`config.mk`:
```
export PLATFORM = sky130hd
export DESIGN_NAME = boundary_analyzer_flat
export DESIGN_NICKNAME = d
export VERILOG_FILES = /design/src/rtl/boundary_analyzer_if.sv /design/src/rtl/boundary_analyzer.sv /design/src/flat_wrapper.sv
export SDC_FILE = /design/constraint.sdc
export NUM_CORES = 1
export LEC_CHECK = 0
export ABC_CLOCK_PERIOD_IN_PS = 15730
export CAP_MARGIN = 20
export CELL_PAD_IN_SITES_DETAIL_PLACEMENT = 0
export CELL_PAD_IN_SITES_GLOBAL_PLACEMENT = 2
export CORE_MARGIN = 2
export CORE_UTILIZATION = 45
export DETAILED_ROUTE_END_ITERATION = 10
export DONT_BUFFER_PORTS = 1
export GPL_TIMING_DRIVEN = 0
export HOLD_SLACK_MARGIN = 0.06
export PLACE_DENSITY_LB_ADDON = 0.3
export SLEW_MARGIN = 40
export SYNTH_ARGS = -nofsm -noshare
export SYNTH_HDL_FRONTEND = slang
export SYNTH_SLANG_ARGS = --single-unit
```
`constraint.sdc`:
```
create_clock -name clk -period 15.73 [get_ports clk]
set_clock_uncertainty 0.15 [all_clocks]
set_input_delay 0 -clock clk [delete_from_list [all_inputs] [get_ports clk]]
set_output_delay 0 -clock clk [all_outputs]
set_load 0.02 [all_outputs]
```
`src/rtl/boundary_analyzer_if.sv`:
```
// rtl/boundary_analyzer_if.sv - sample strobe, vector input and polar result bundle
interface boundary_analyzer_if #(
  parameter int WIDTH = 18
);
  logic                    clk_en;
  logic signed [WIDTH-1:0] boundary_x;
  logic signed [WIDTH-1:0] boundary_y;
  logic signed [WIDTH-1:0] magnitude;
  logic signed [WIDTH-1:0] phase;
  logic                    valid;
  logic                    busy;
  logic                    overrun;
  logic                    boundary_active;

  modport master (
    output clk_en, boundary_x, boundary_y,
    input  magnitude, phase, valid, busy, overrun, boundary_active
  );

  modport slave (
    input  clk_en, boundary_x, boundary_y,
    output magnitude, phase, valid, busy, overrun, boundary_active
  );
endinterface

```
`src/rtl/boundary_analyzer.sv`:
```
// rtl/boundary_analyzer.sv - iterative CORDIC vectoring to magnitude/phase with hysteretic activity flag
module boundary_analyzer #(
  parameter int WIDTH      = 18,
  parameter int FRAC       = 14,
  parameter int ITER       = 16,
  parameter int THRESH_ON  = 8192,
  parameter int THRESH_OFF = 4096
) (
  input  logic          clk,
  input  logic          rst,
  boundary_analyzer_if.slave bus
);

  localparam int ZW = WIDTH + 3;
  localparam int PW = ZW + 15;
  localparam logic signed [ZW-1:0] PI_Q      = ZW'(51472);
  localparam logic signed [ZW-1:0] NEG_PI_Q  = -ZW'(51472);
  localparam logic signed [PW-1:0] GAIN_Q    = PW'(9949);
  localparam logic signed [PW-1:0] MAG_MAX   = PW'(2 ** (WIDTH - 1) - 1);
  localparam logic signed [WIDTH-1:0] TH_ON  = WIDTH'(THRESH_ON);
  localparam logic signed [WIDTH-1:0] TH_OFF = WIDTH'(THRESH_OFF);

  typedef enum logic [1:0] {IDLE, ITERATE, DONE} state_t;

  state_t                  state, state_next;
  logic [4:0]              iter_cnt;
  logic signed [ZW-1:0]    x_r, y_r, z_r;
  logic                    zero_in, neg_axis;
  logic signed [WIDTH-1:0] mag_r, phase_r;
  logic                    valid_r, overrun_r, active_r;

  logic                    capture;
  logic                    busy_c;
  logic signed [ZW-1:0]    x_in, y_in, x_pre, y_pre, z_pre;
  logic signed [ZW-1:0]    x_sh, y_sh, atan_c;
  logic signed [PW-1:0]    prod, prod_sh;
  logic signed [WIDTH-1:0] mag_c, phase_c;
  logic signed [ZW-1:0]    z_clamp;

  function automatic logic signed [ZW-1:0] atan_lut(input logic [4:0] i);
    case (i)
      5'd0:    atan_lut = ZW'(12868);
      5'd1:    atan_lut = ZW'(7596);
      5'd2:    atan_lut = ZW'(4014);
      5'd3:    atan_lut = ZW'(2037);
      5'd4:    atan_lut = ZW'(1023);
      5'd5:    atan_lut = ZW'(512);
      5'd6:    atan_lut = ZW'(256);
      5'd7:    atan_lut = ZW'(128);
      5'd8:    atan_lut = ZW'(64);
      5'd9:    atan_lut = ZW'(32);
      5'd10:   atan_lut = ZW'(16);
      5'd11:   atan_lut = ZW'(8);
      5'd12:   atan_lut = ZW'(4);
      5'd13:   atan_lut = ZW'(2);
      5'd14:   atan_lut = ZW'(1);
      5'd15:   atan_lut = ZW'(1);
      default: atan_lut = '0;
    endcase
  endfunction

  // The valid cycle still counts as busy so a strobe there is reported, not silently lost
  assign busy_c  = (state != IDLE) || valid_r;
  assign capture = bus.clk_en && !busy_c;

  // Quadrant pre-rotation into the right half-plane and per-iteration shift terms
  always_comb begin
    x_in  = {{3{bus.boundary_x[WIDTH-1]}}, bus.boundary_x};
    y_in  = {{3{bus.boundary_y[WIDTH-1]}}, bus.boundary_y};
    x_pre = x_in;
    y_pre = y_in;
    z_pre = '0;
    if (x_in[ZW-1]) begin
      x_pre = -x_in;
      y_pre = -y_in;
      z_pre = y_in[ZW-1] ? NEG_PI_Q : PI_Q;
    end
    x_sh   = x_r >>> iter_cnt;
    y_sh   = y_r >>> iter_cnt;
    atan_c = atan_lut(iter_cnt);
  end

  // Gain compensation with saturation, phase clamp and the exact special cases
  always_comb begin
    prod    = {{(PW-ZW){x_r[ZW-1]}}, x_r} * GAIN_Q;
    prod_sh = prod >>> FRAC;
    if (prod_sh > MAG_MAX)   mag_c = MAG_MAX[WIDTH-1:0];
    else if (prod_sh[PW-1])  mag_c = '0;
    else                     mag_c = prod_sh[WIDTH-1:0];
    if (z_r > PI_Q)          z_clamp = PI_Q;
    else if (z_r < NEG_PI_Q) z_clamp = NEG_PI_Q;
    else                     z_clamp = z_r;
    phase_c = z_clamp[WIDTH-1:0];
    if (zero_in) begin
      mag_c   = '0;
      phase_c = '0;
    end else if (neg_axis) begin
      phase_c = PI_Q[WIDTH-1:0];
    end
  end

  // Next-state logic
  always_comb begin
    state_next = state;
    case (state)
      IDLE:    if (capture) state_next = ITERATE;
      ITERATE: if (iter_cnt == 5'(ITER - 1)) state_next = DONE;
      DONE:    state_next = IDLE;
      default: state_next = IDLE;
    endcase
  end

  // State register
  always_ff @(posedge clk) begin
    if (rst) state <= IDLE;
    else     state <= state_next;
  end

  // CORDIC datapath: capture with pre-rotation, then one micro-rotation per clock
  always_ff @(posedge clk) begin
    if (rst) begin
      iter_cnt <= '0;
      x_r      <= '0;
      y_r      <= '0;
      z_r      <= '0;
      zero_in  <= 1'b0;
      neg_axis <= 1'b0;
    end else if (capture) begin
      iter_cnt <= '0;
      x_r      <= x_pre;
      y_r      <= y_pre;
      z_r      <= z_pre;
      zero_in  <= (bus.boundary_x == '0) && (bus.boundary_y == '0);
      neg_axis <= bus.boundary_x[WIDTH-1] && (bus.boundary_y == '0);
    end else if (state == ITERATE) begin
      iter_cnt <= iter_cnt + 5'd1;
      if (!y_r[ZW-1]) begin
        x_r <= x_r + y_sh;
        y_r <= y_r - x_sh;
        z_r <= z_r + atan_c;
      end else begin
        x_r <= x_r - y_sh;
        y_r <= y_r + x_sh;
        z_r <= z_r - atan_c;
      end
    end
  end

  // Result registers, valid/overrun pulses and hysteretic activity flag
  always_ff @(posedge clk) begin
    if (rst) begin
      mag_r     <= '0;
      phase_r   <= '0;
      valid_r   <= 1'b0;
      overrun_r <= 1'b0;
      active_r  <= 1'b0;
    end else begin
      valid_r   <= 1'b0;
      overrun_r <= bus.clk_en && busy_c;
      if (state == DONE) begin
        mag_r   <= mag_c;
        phase_r <= phase_c;
        valid_r <= 1'b1;
        if (mag_c >= TH_ON)     active_r <= 1'b1;
        else if (mag_c < TH_OFF) active_r <= 1'b0;
      end
    end
  end

  assign bus.magnitude       = mag_r;
  assign bus.phase           = phase_r;
  assign bus.valid           = valid_r;
  assign bus.busy            = busy_c;
  assign bus.overrun         = overrun_r;
  assign bus.boundary_active = active_r;

endmodule

```
`src/flat_wrapper.sv`:
```
// flat-port wrapper written by rule: the top's interface ports become plain ports
module boundary_analyzer_flat 
#(
  parameter int WIDTH      = 18,
  parameter int FRAC       = 14,
  parameter int ITER       = 16,
  parameter int THRESH_ON  = 8192,
  parameter int THRESH_OFF = 4096
)
  (clk, rst, bus_clk_en, bus_boundary_x, bus_boundary_y, bus_magnitude, bus_phase, bus_valid, bus_busy, bus_overrun, bus_boundary_active);
  boundary_analyzer_if #(.WIDTH(WIDTH)) bus_i ();
  input  logic clk;
  input  logic rst;
  input wire logic [$bits(bus_i.clk_en)-1:0] bus_clk_en;
  input wire logic [$bits(bus_i.boundary_x)-1:0] bus_boundary_x;
  input wire logic [$bits(bus_i.boundary_y)-1:0] bus_boundary_y;
  output wire logic [$bits(bus_i.magnitude)-1:0] bus_magnitude;
  output wire logic [$bits(bus_i.phase)-1:0] bus_phase;
  output wire logic [$bits(bus_i.valid)-1:0] bus_valid;
  output wire logic [$bits(bus_i.busy)-1:0] bus_busy;
  output wire logic [$bits(bus_i.overrun)-1:0] bus_overrun;
  output wire logic [$bits(bus_i.boundary_active)-1:0] bus_boundary_active;
  assign bus_i.clk_en = bus_clk_en;
  assign bus_i.boundary_x = bus_boundary_x;
  assign bus_i.boundary_y = bus_boundary_y;
  assign bus_magnitude = bus_i.magnitude;
  assign bus_phase = bus_i.phase;
  assign bus_valid = bus_i.valid;
  assign bus_busy = bus_i.busy;
  assign bus_overrun = bus_i.overrun;
  assign bus_boundary_active = bus_i.boundary_active;
  boundary_analyzer #(.WIDTH(WIDTH), .FRAC(FRAC), .ITER(ITER), .THRESH_ON(THRESH_ON), .THRESH_OFF(THRESH_OFF)) u_core (.clk(clk), .rst(rst), .bus(bus_i));
endmodule
```
# Word level (Yosys, flattened, before mapping)
# Memories as Yosys holds them, arrays and structs flattened. A register that Yosys moved wholly into a read port is not among the register bits.
# Cells that the tools add are included.
# classes
add_sub_neg	9
n_mul	1
magnitude_cmp	5
eq_ne	5
shift	2
mux	29
n_reduce_logical	15
# op_table
cell	n
21-bit 2-to-1 mux	14
18-bit 2-to-1 mux	7
21-bit adder	3
21-bit subtractor	3
18-bit negator with 21-bit output	2
21-bit by 5-bit >>> shifter with 21-bit output	2
18-bit logical NOT	2
21-bit by 15-bit multiplier with 36-bit output (second input constant)	1
22-bit by 18-bit greater-than comparator with 1-bit output (second input constant)	1
21-bit by 17-bit greater-than comparator with 1-bit output (second input constant)	1
21-bit by 17-bit < comparator with 1-bit output (second input constant)	1
18-bit by 15-bit >= comparator with 1-bit output (second input constant)	1
18-bit by 14-bit < comparator with 1-bit output (second input constant)	1
4-bit 2-to-1 mux	2
2-bit nonzero test	3
5-bit by 1-bit adder with 5-bit output (second input constant)	1
5-bit by 4-bit equality test with 1-bit output (second input constant)	1
1-bit logical AND	4
2-bit 2-to-1 mux	2
2-bit by 1-bit inequality test with 1-bit output (second input constant)	2
2-bit one-hot mux with 2 select lines	1
2-bit AND reduction	2
1-bit 2-to-1 mux	3
2-bit by 1-bit equality test with 1-bit output (second input constant)	1
5 further kinds	5
# totals
register_bits	111
rom_bits	224
inputBits	39
out_inout_bits	40
elab_cells	79
memories	1
# memory_table
name	words	word_bits	read_ports	rd_ports_with_merged_regs	wr	line_no	source
(name not given)	16	14	1	1	0	boundary_analyzer.sv:41	case (i)

# Longest topological paths before layout
# Gate-level depths: netlist of the first run.
# logic_depth
ltp_word	7
depth_mapped	25
ltp_nobuf	23

# Worst setup path before layout of the first run
# OpenSTA, ideal clock, no wires.
# synth_timing
kind	register to register
from	reg u_core.x_r[10]
to	reg u_core.mag_r[10], in the netlist u_core.bus.magnitude[10]
setup_ps	74
arrival_time_ps	6029
t_required_ps	15506
path_slack_ps	9477
path_stages_with_launch	22
path_cell_list	dfxtp_1 -> ha_1 -> inv_1 -> fa_1 -> inv_1 -> fa_1 -> fa_1 -> fa_1 -> inv_1 -> fa_1 -> inv_1 -> ha_1 -> a211oi_1 -> a31oi_1 -> a311o_1 -> a31oi_2 -> mux2_2 -> a22o_1 -> nand3_1 -> clkbuf_1 -> nor2_1 -> o21ai_0
# synth_between
elab_chain_cells	4
word_cells_on_any_way	5
classes_between	1 x mul; 1 x order compare; 3 x mux
# synth_rtl
item	line_no	source
start: declaration	boundary_analyzer.sv:27	logic signed [ZW-1:0] x_r, y_r, z_r;
start signal: assignment	boundary_analyzer.sv:130	x_r <= x_pre;
start signal: assignment	boundary_analyzer.sv:138	x_r <= x_r + y_sh;
start signal: assignment	boundary_analyzer.sv:142	x_r <= x_r - y_sh;
21-bit by 15-bit multiplier with 36-bit output (*)	boundary_analyzer.sv:85	prod = {{(PW-ZW){x_r[ZW-1]}}, x_r} * GAIN_Q;
22-bit by 18-bit greater-than comparator with 1-bit output / 18-bit 2-to-1 mux (equally long branches)	boundary_analyzer.sv:87, boundary_analyzer.sv:88	
18-bit 2-to-1 mux (*)	boundary_analyzer.sv:87	if (prod_sh > MAG_MAX) mag_c = MAG_MAX[WIDTH-1:0];
18-bit 2-to-1 mux (*)	boundary_analyzer.sv:94	if (zero_in) begin
end signal: assignment	boundary_analyzer.sv:161	mag_r <= mag_c;
end: declaration	boundary_analyzer.sv:29	logic signed [WIDTH-1:0] mag_r, phase_r;
# Mark *: on every way between the ends. The rest lies on a longest branch, timed or not.
# A chain may end at the register's enable or synchronous reset.

# Worst setup path after layout of the first run
# layout_timing
from	reg u_core.x_r[6]
to	reg u_core.active_r, in the netlist u_core.bus.boundary_active
# layout_between
elab_chain_cells	7
word_cells_on_any_way	10
classes_between	1 x mul; 3 x order compare; 4 x mux; 2 x reduce/logical
# layout_rtl
item	line_no	source
21-bit by 15-bit multiplier with 36-bit output (*)	boundary_analyzer.sv:85	
22-bit by 18-bit greater-than comparator with 1-bit output / 18-bit 2-to-1 mux (equally long branches)	boundary_analyzer.sv:87, boundary_analyzer.sv:88	
18-bit 2-to-1 mux (*)	boundary_analyzer.sv:87	
18-bit 2-to-1 mux (*)	boundary_analyzer.sv:94	
18-bit by 14-bit < comparator with 1-bit output / 18-bit by 15-bit >= comparator with 1-bit output (equally long branches)	boundary_analyzer.sv:165, boundary_analyzer.sv:164	
2-bit nonzero test (no line)	-	
2-bit AND reduction (no line)	-	
end signal: assignment	boundary_analyzer.sv:156	active_r <= 1'b0;
end signal: assignment	boundary_analyzer.sv:164	if (mag_c >= TH_ON) active_r <= 1'b1;
end signal: assignment	boundary_analyzer.sv:165	else if (mag_c < TH_OFF) active_r <= 1'b0;
end: declaration	boundary_analyzer.sv:30	logic valid_r, overrun_r, active_r;
# Marked as above.

==> impl_metrics.toml, run 1 <==
[run_status]
status = "finished clean"

[global_routing]
grt_pass1_wl_um = 95200
grt_usage = 0.303
grt_pass1_vias = 15926
grt_remaining_overflow = 0
grt_max_degree = 17
antenna_found_initial = 1

[drt]
first_pass_iters = 5
via_per_inst = 6.01
drc = 0
vias = 16473
wl_per_cell_um = 22.6
wl_um = 62100
drt_first_iter_violations = 1350
ant_nets = 0

[yosys]
yosysTopAreaCell = "ha_1"
syn_area_per_cell_um2 = 8.45
synth_commonest_cells = "inv_1 (238), ha_1 (209), nor2_1 (191), nand2_1 (167)"
ys_ff_latch = 125
synth_ff_type = "dfxtp_1"
synth_cell_types = 85
synth_area_leaders = "ha_1 (15%), fa_1 (14%), dfxtp_1 (14%)"
syn_nets = 2501
synth_most_common_cell = "inv_1"
yosysWarnings = 0
ys_async_sr_fraction = 0
synth_edf_count = 0
synth_top_area_frac = 0.146
syn-instance-count = 2125
ys_seq_area_frac = 0.139
syn_area_um2 = 18000

[floorplanning]
fp.dieH_um = 204
coreArea_um2 = 39500
row_count = 73
die_x_um = 204
initial_core_util = 0.454
ios = 79
dieArea_um2 = 41500

[placed_design]
port_buffers = 0
gp_congestion = 0.918
hpwl_um = 49000

[power_and_ir_drop]
pwr-share-clk = 0.089
p_leak_nw = 9.02
power_density_nw_per_um2 = 216
comb_power_share = 0.808
switchingPower_mw = 2.27
power_frac_seq = 0.103
p_sw_frac = 0.530
irDropWorstVdd_uv = 309
intPower_mw = 2.01
p_total_mw = 4.28

[final_layout]
final_util = 0.501
syn_to_final_growth_pct = 10.3
nets = 2583
fillerInstances = 3882
drive_gt1_frac = 0.0650

[clock_tree]
cts_sinks = 125
cts.path.max_buffers = 2
cts_resized = 0
cts_tree = "yes"
clk_pin_slew_ns = 0.06
clock_latency_ns = 0.45
htreeDepth = 4
cts_root_buffer = "clkbuf_16"
cts_buffers = 17

[timing]
finalHoldViolations = 0
hold_slack_ns = 0.122
finalSetupViolations = 0
finalCritPeriodShare = 0.499
max-slew-margin-rel = 0.383
rsz0062_at_grt = "no"
tightest_slew_ns = 0.926
fmax_mhz = 127
min_period_ns = 7.85
final_max_slew_viol_count = 0
timing.setup.tns_ns = 0

[worst_setup_path]
critPathArrivalTime_ns = 8.01
end_kind = "flop"
path_class = "reg2reg"
crit_required_ns = 15.89
crit_path_start_kind = "flop"
rr_worst_depth = 20
worstPathMaxFanout = 13

[worst_hold_path]
whs_path_depth = 7
hold_class = "in2reg"

[job]
cap_violations = 0
[cell families (layout without fill, tap and decap cells)]
logic type / count (synthesis) / in the layout / share of synthesized area
multiplexers: 95 / 95 / 0.0874
other: 0 / 1 / 0
adder cells (fa/ha/maj): 337 / 337 / 0.288
buffers and inverters: 333 / 425 / 0.0734
XOR/XNOR: 158 / 158 / 0.0775
AND/OR/NAND/NOR: 557 / 557 / 0.144
flip-flops: 125 / 125 / 0.139
AO/OA/AOI/OAI: 520 / 520 / 0.190
[timing repair]
item | CTS | global route
hold endpoints to repair | 49 | 0
endpoints found under the setup margin | 0 | 0
hold buffers | 63 | 0
buffers inserted | 0 | 0
[per-layer routing]
layer | GRT usage | vias up | part of all wire
li1 | - | 7647 | -
met1 | 0.430 | 8145 | 0.46
met2 | 0.481 | 596 | 0.46
met3 | 0.0433 | 85 | 0.062
met4 | 0.0800 | 0 | 0.020
met5 | 0 | - | 0
[cell type report]
class,instances,area (um^2),area share
diodes,1,2.50,0.000126
inverters,243,912,0.0460
clock buffers,22,484,0.0244
well taps,525,657,0.0332
clock inverters,7,65.1,0.00328
plain buffers,90,410,0.0207
flip-flops and latches,125,2500,0.126
multi-input cells,1667,14100,0.714
repair buffers,63,631,0.0318
[path summary, 6_finish.rpt]
path,startpoint,endpoint,slack (ns)
setup / recovery,u_core.x_r[6],u_core.bus.boundary_active,7.88
hold / removal,bus_boundary_y[4],u_core.y_r[7],0.12
setup reg to reg,u_core.x_r[6],u_core.bus.boundary_active,7.88
hold reg to reg,u_core.neg_axis,u_core.neg_axis,0.38
[placed cells by master, fill, tap and decap left out, types with 46 or more instances in the layout]
cell type / Yosys / layout
a211oi_1: 46 / 46
nand2_1: 167 / 167
dlygate4sd3_1: 0 / 63
ha_1: 209 / 209
mux4_2: 48 / 48
o21ai_0: 104 / 104
nor2_1: 191 / 191
xor2_1: 79 / 79
clkbuf_1: 65 / 64
inv_1: 238 / 237
a21oi_1: 128 / 128
fa_1: 128 / 128
dfxtp_1: 125 / 123
xnor2_1: 78 / 78
[stage by stage]
stage / area [um^2] / setup slack, ns / cells
3_5_place_dp: 18600 / 7.88 / 2650
2_1_floorplan: 18000 / 9.48 / 2125
6_report: 19800 / 7.88 / 2743
5_1_grt: 19800 / 7.48 / 2743
3_3_place_gp: 18600 / 7.96 / 2650
4_1_cts: 19800 / 7.84 / 2742
[critical path, cell delays in order (launching register included)]
cell and delay, ns:
dfxtp_1 0.77, ha_1 0.44, xor2_1 0.18, ha_1 0.18, a21oi_1 0.19, fa_1 0.47
fa_1 0.49, inv_1 0.05, fa_1 0.51, fa_1 0.50, ha_1 0.32, a2111oi_0 0.48
o21a_1 0.24, a211oi_1 0.15, a311o_1 0.49, a31oi_2 0.38, o221ai_1 0.25, xnor2_1 0.20
nand3_1 0.40, a2111oi_0 0.68, o2bb2ai_1 0.16
[power by group through the flow]
| stage | clock network [mW] | registers (mW) | logic (mW) |
|---|---|---|---|
| after floorplan | 0 | 0.395 | 2.68 |
| after global placement | 0 | 0.440 | 3.37 |
| after detailed placement | 0 | 0.442 | 3.39 |
| after CTS | 0.387 | 0.435 | 3.44 |
| after global routing | 0.398 | 0.442 | 3.97 |
| final | 0.382 | 0.440 | 3.46 |
(Power assumes the default switching activity.)
==> run 2, diff against run 1 <==
--- a/config.mk
+++ b/config.mk
@@ -5,12 +5,13 @@
 export SDC_FILE = /design/constraint.sdc
 export NUM_CORES = 1
 export LEC_CHECK = 0
-export ABC_CLOCK_PERIOD_IN_PS = 15730
+export ABC_AREA = 1
+export ABC_CLOCK_PERIOD_IN_PS = 6700
 export CAP_MARGIN = 20
 export CELL_PAD_IN_SITES_DETAIL_PLACEMENT = 0
 export CELL_PAD_IN_SITES_GLOBAL_PLACEMENT = 2
 export CORE_MARGIN = 2
-export CORE_UTILIZATION = 45
+export CORE_UTILIZATION = 34
 export DETAILED_ROUTE_END_ITERATION = 10
 export DONT_BUFFER_PORTS = 1
 export GPL_TIMING_DRIVEN = 0
==> constraint.sdc (replaced) <==
create_clock -name clk -period 6.7 [get_ports clk]
set_clock_uncertainty 0.15 [all_clocks]
set_input_delay 0 -clock clk [delete_from_list [all_inputs] [get_ports clk]]
set_output_delay 0 -clock clk [all_outputs]
set_load 0.02 [all_outputs]
==> impl_metrics.toml, run 2 <==
[timing]
finalSetupViolations = 0
final_max_slew_viol_count = 0
max-slew-margin-rel = 0.409
finalCritPeriodShare = 0.937
fmax_mhz = 159
timing.setup.tns_ns = 0
tightest_slew_ns = 0.887
hold_slack_ns = 0.0725
rsz0062_at_grt = "no"
setup_ws_ns = 0.421
finalHoldViolations = 0
min_period_ns = 6.28

[drt]
ant_nets = 0
via_per_inst = 5.23
wl_per_cell_um = 20.5
drc = 0
vias = 19644
wl_um = 77200
first_pass_iters = 5
drt_first_iter_violations = 1305

[placed_design]
port_buffers = 0
hpwl_um = 64600
pre_cts_slack_ns = 0.291
gp_congestion = 0.934
post-place-cells = 3656

[floorplanning]
die_x_um = 243
ios = 79
fp.dieH_um = 243
initial_core_util = 0.344
dieArea_um2 = 58900
coreArea_um2 = 56400
row_count = 87

[yosys]
ys_seq_area_frac = 0.129
ys_ff_latch = 125
yosysTopAreaCell = "ha_1"
synth_top_area_frac = 0.135
synth_commonest_cells = "nand2_1 (629), inv_1 (444), nand3_1 (256), ha_1 (209), a21oi_1 (207)"
syn_area_per_cell_um2 = 6.69
syn-instance-count = 2900
syn_area_um2 = 19400
synth_area_leaders = "ha_1 (13%), fa_1 (13%), dfxtp_1 (13%)"
synth_most_common_cell = "nand2_1"
synth_cell_types = 59
syn_nets = 3276
synth_ff_type = "dfxtp_1"
yosysWarnings = 0
synth_edf_count = 0
ys_async_sr_fraction = 0

[worst_setup_path]
crit_buf_inv = 3
critPathSlowestCell = "dfxtp_1"
crit_family = "adder cells"
critPathArrivalTime_ns = 6.51
path_class = "reg2reg"
cp_num_cells = 24
worstPathMaxFanout = 10
path_cells = "ha_1 > ha_1 > a21o_1 > fa_1 > fa_1 > fa_1 > inv_1 > fa_1 > inv_1 > ha_1 > a21oi_1 > a21boi_0 > nand3_2 > nand2_1 > nand2_2 > nand3_1 > nand2_1 > nand2_1 > nand2_1 > buf_6 > nand3_1 > nand3_1 > o21ai_0 > nand2_1"
end_kind = "flop"
rr_worst_depth = 24
path_common_cell = "nand2_1"
crit_path_start_kind = "flop"
critical_path.max_stage_delay_ns = 0.77
crit_required_ns = 6.93

[clock_tree]
htreeDepth = 4
post_cts_buffers = 0
cts_tree = "yes"
clk_pin_slew_ns = 0.07
cts_buffers = 17
cts_sinks = 125
clock_latency_ns = 0.49
cts_root_buffer = "clkbuf_16"
cts.path.max_buffers = 2

[job]
cap_violations = 0

[global_routing]
grt_remaining_overflow = 0
antenna_found_initial = 1
grt_pass1_vias = 19883
grt_max_degree = 17
grt_usage = 0.262
grt_pass1_wl_um = 117000

[final_layout]
final_common_cell = "nand2_1"
drive_gt1_frac = 0.0660
most-common-layout-cells = "nand2_1 (629), inv_1 (443), nand3_1 (256)"
fillerInstances = 6267
nets = 3365
fin_cells = 3759
syn_to_final_growth_pct = 11.7

[run_status]
status = "finished clean"

[worst_hold_path]
hold_class = "in2reg"
whs_path_depth = 6
==> run 2: logic make-up (layout without fill, tap and decap cells) <==
| logic type | Yosys count | count (layout) | share of synthesized area |
|---|---|---|---|
| adders and majority gates | 337 | 337 | 0.267 |
| and+or+nand+nor | 1256 | 1256 | 0.291 |
| buffers and inverters | 542 | 644 | 0.112 |
| xor gates and xnor gates | 99 | 99 | 0.0447 |
| AOI/OAI and AO/OA | 541 | 541 | 0.157 |
| other | 0 | 1 | 0 |
| DFF | 125 | 125 | 0.129 |
==> run 2: metal layers <==
metal / share of wire / wire length [um] / track usage
met3: 0.041 / 3190 / 0.0268
met2: 0.49 / 37600 / 0.466
met5: 0 / 0 / 0
met4: 0.042 / 3210 / 0.115
met1: 0.43 / 33200 / 0.318
==> run 2: what timing repair did <==
item,CTS,global route
endpoints found under the setup margin,0,14
hold endpoints to repair,58,0
hold buffers,70,0
gates resized for setup,0,15
==> run 2: layout make-up <==
| cell class | count | area (um^2) | share of cell area |
|---|---|---|---|
| sequential | 125 | 2520 | 0.116 |
| multi-input combinational | 2233 | 14700 | 0.680 |
| buffer | 85 | 458 | 0.0211 |
| timing repair buffer | 70 | 701 | 0.0324 |
| antenna | 1 | 2.50 | 0.000116 |
| tap | 756 | 946 | 0.0437 |
| inverter | 457 | 1720 | 0.0793 |
| clock buffer | 18 | 429 | 0.0198 |
| clock inverter | 14 | 156 | 0.00722 |
==> run 2: worst min-delay path: stages <==
cell     delay [ns]
nor2_1         0.02
inv_1          0.08
nor2_1         0.10
o21ai_0        0.17
nand3_1        0.12
a31oi_1        0.18
==> run 2: path summary, 6_finish.rpt <==
check,slack (ns),from,endpoint
max reg2reg,0.42,u_core.x_r[3],u_core.bus.boundary_active
min reg2reg,0.34,u_core.z_r[0],u_core.bus.phase[0]
max,0.42,u_core.x_r[3],u_core.bus.boundary_active
min,0.07,bus_boundary_y[10],u_core.y_r[12]
==> run 2: per-stage QoR <==
step                      instance area (um^2)   util
after CTS                                21600  0.384
after global routing                     21700  0.384
after floorplan                          19400      -
after detailed placement                 20300  0.361
after global placement                   20300  0.361
final                                    21700  0.384
Power of run 2 is not shown: default switching activity piles up to over one toggle a cycle in this logic, so the estimate is an artifact.
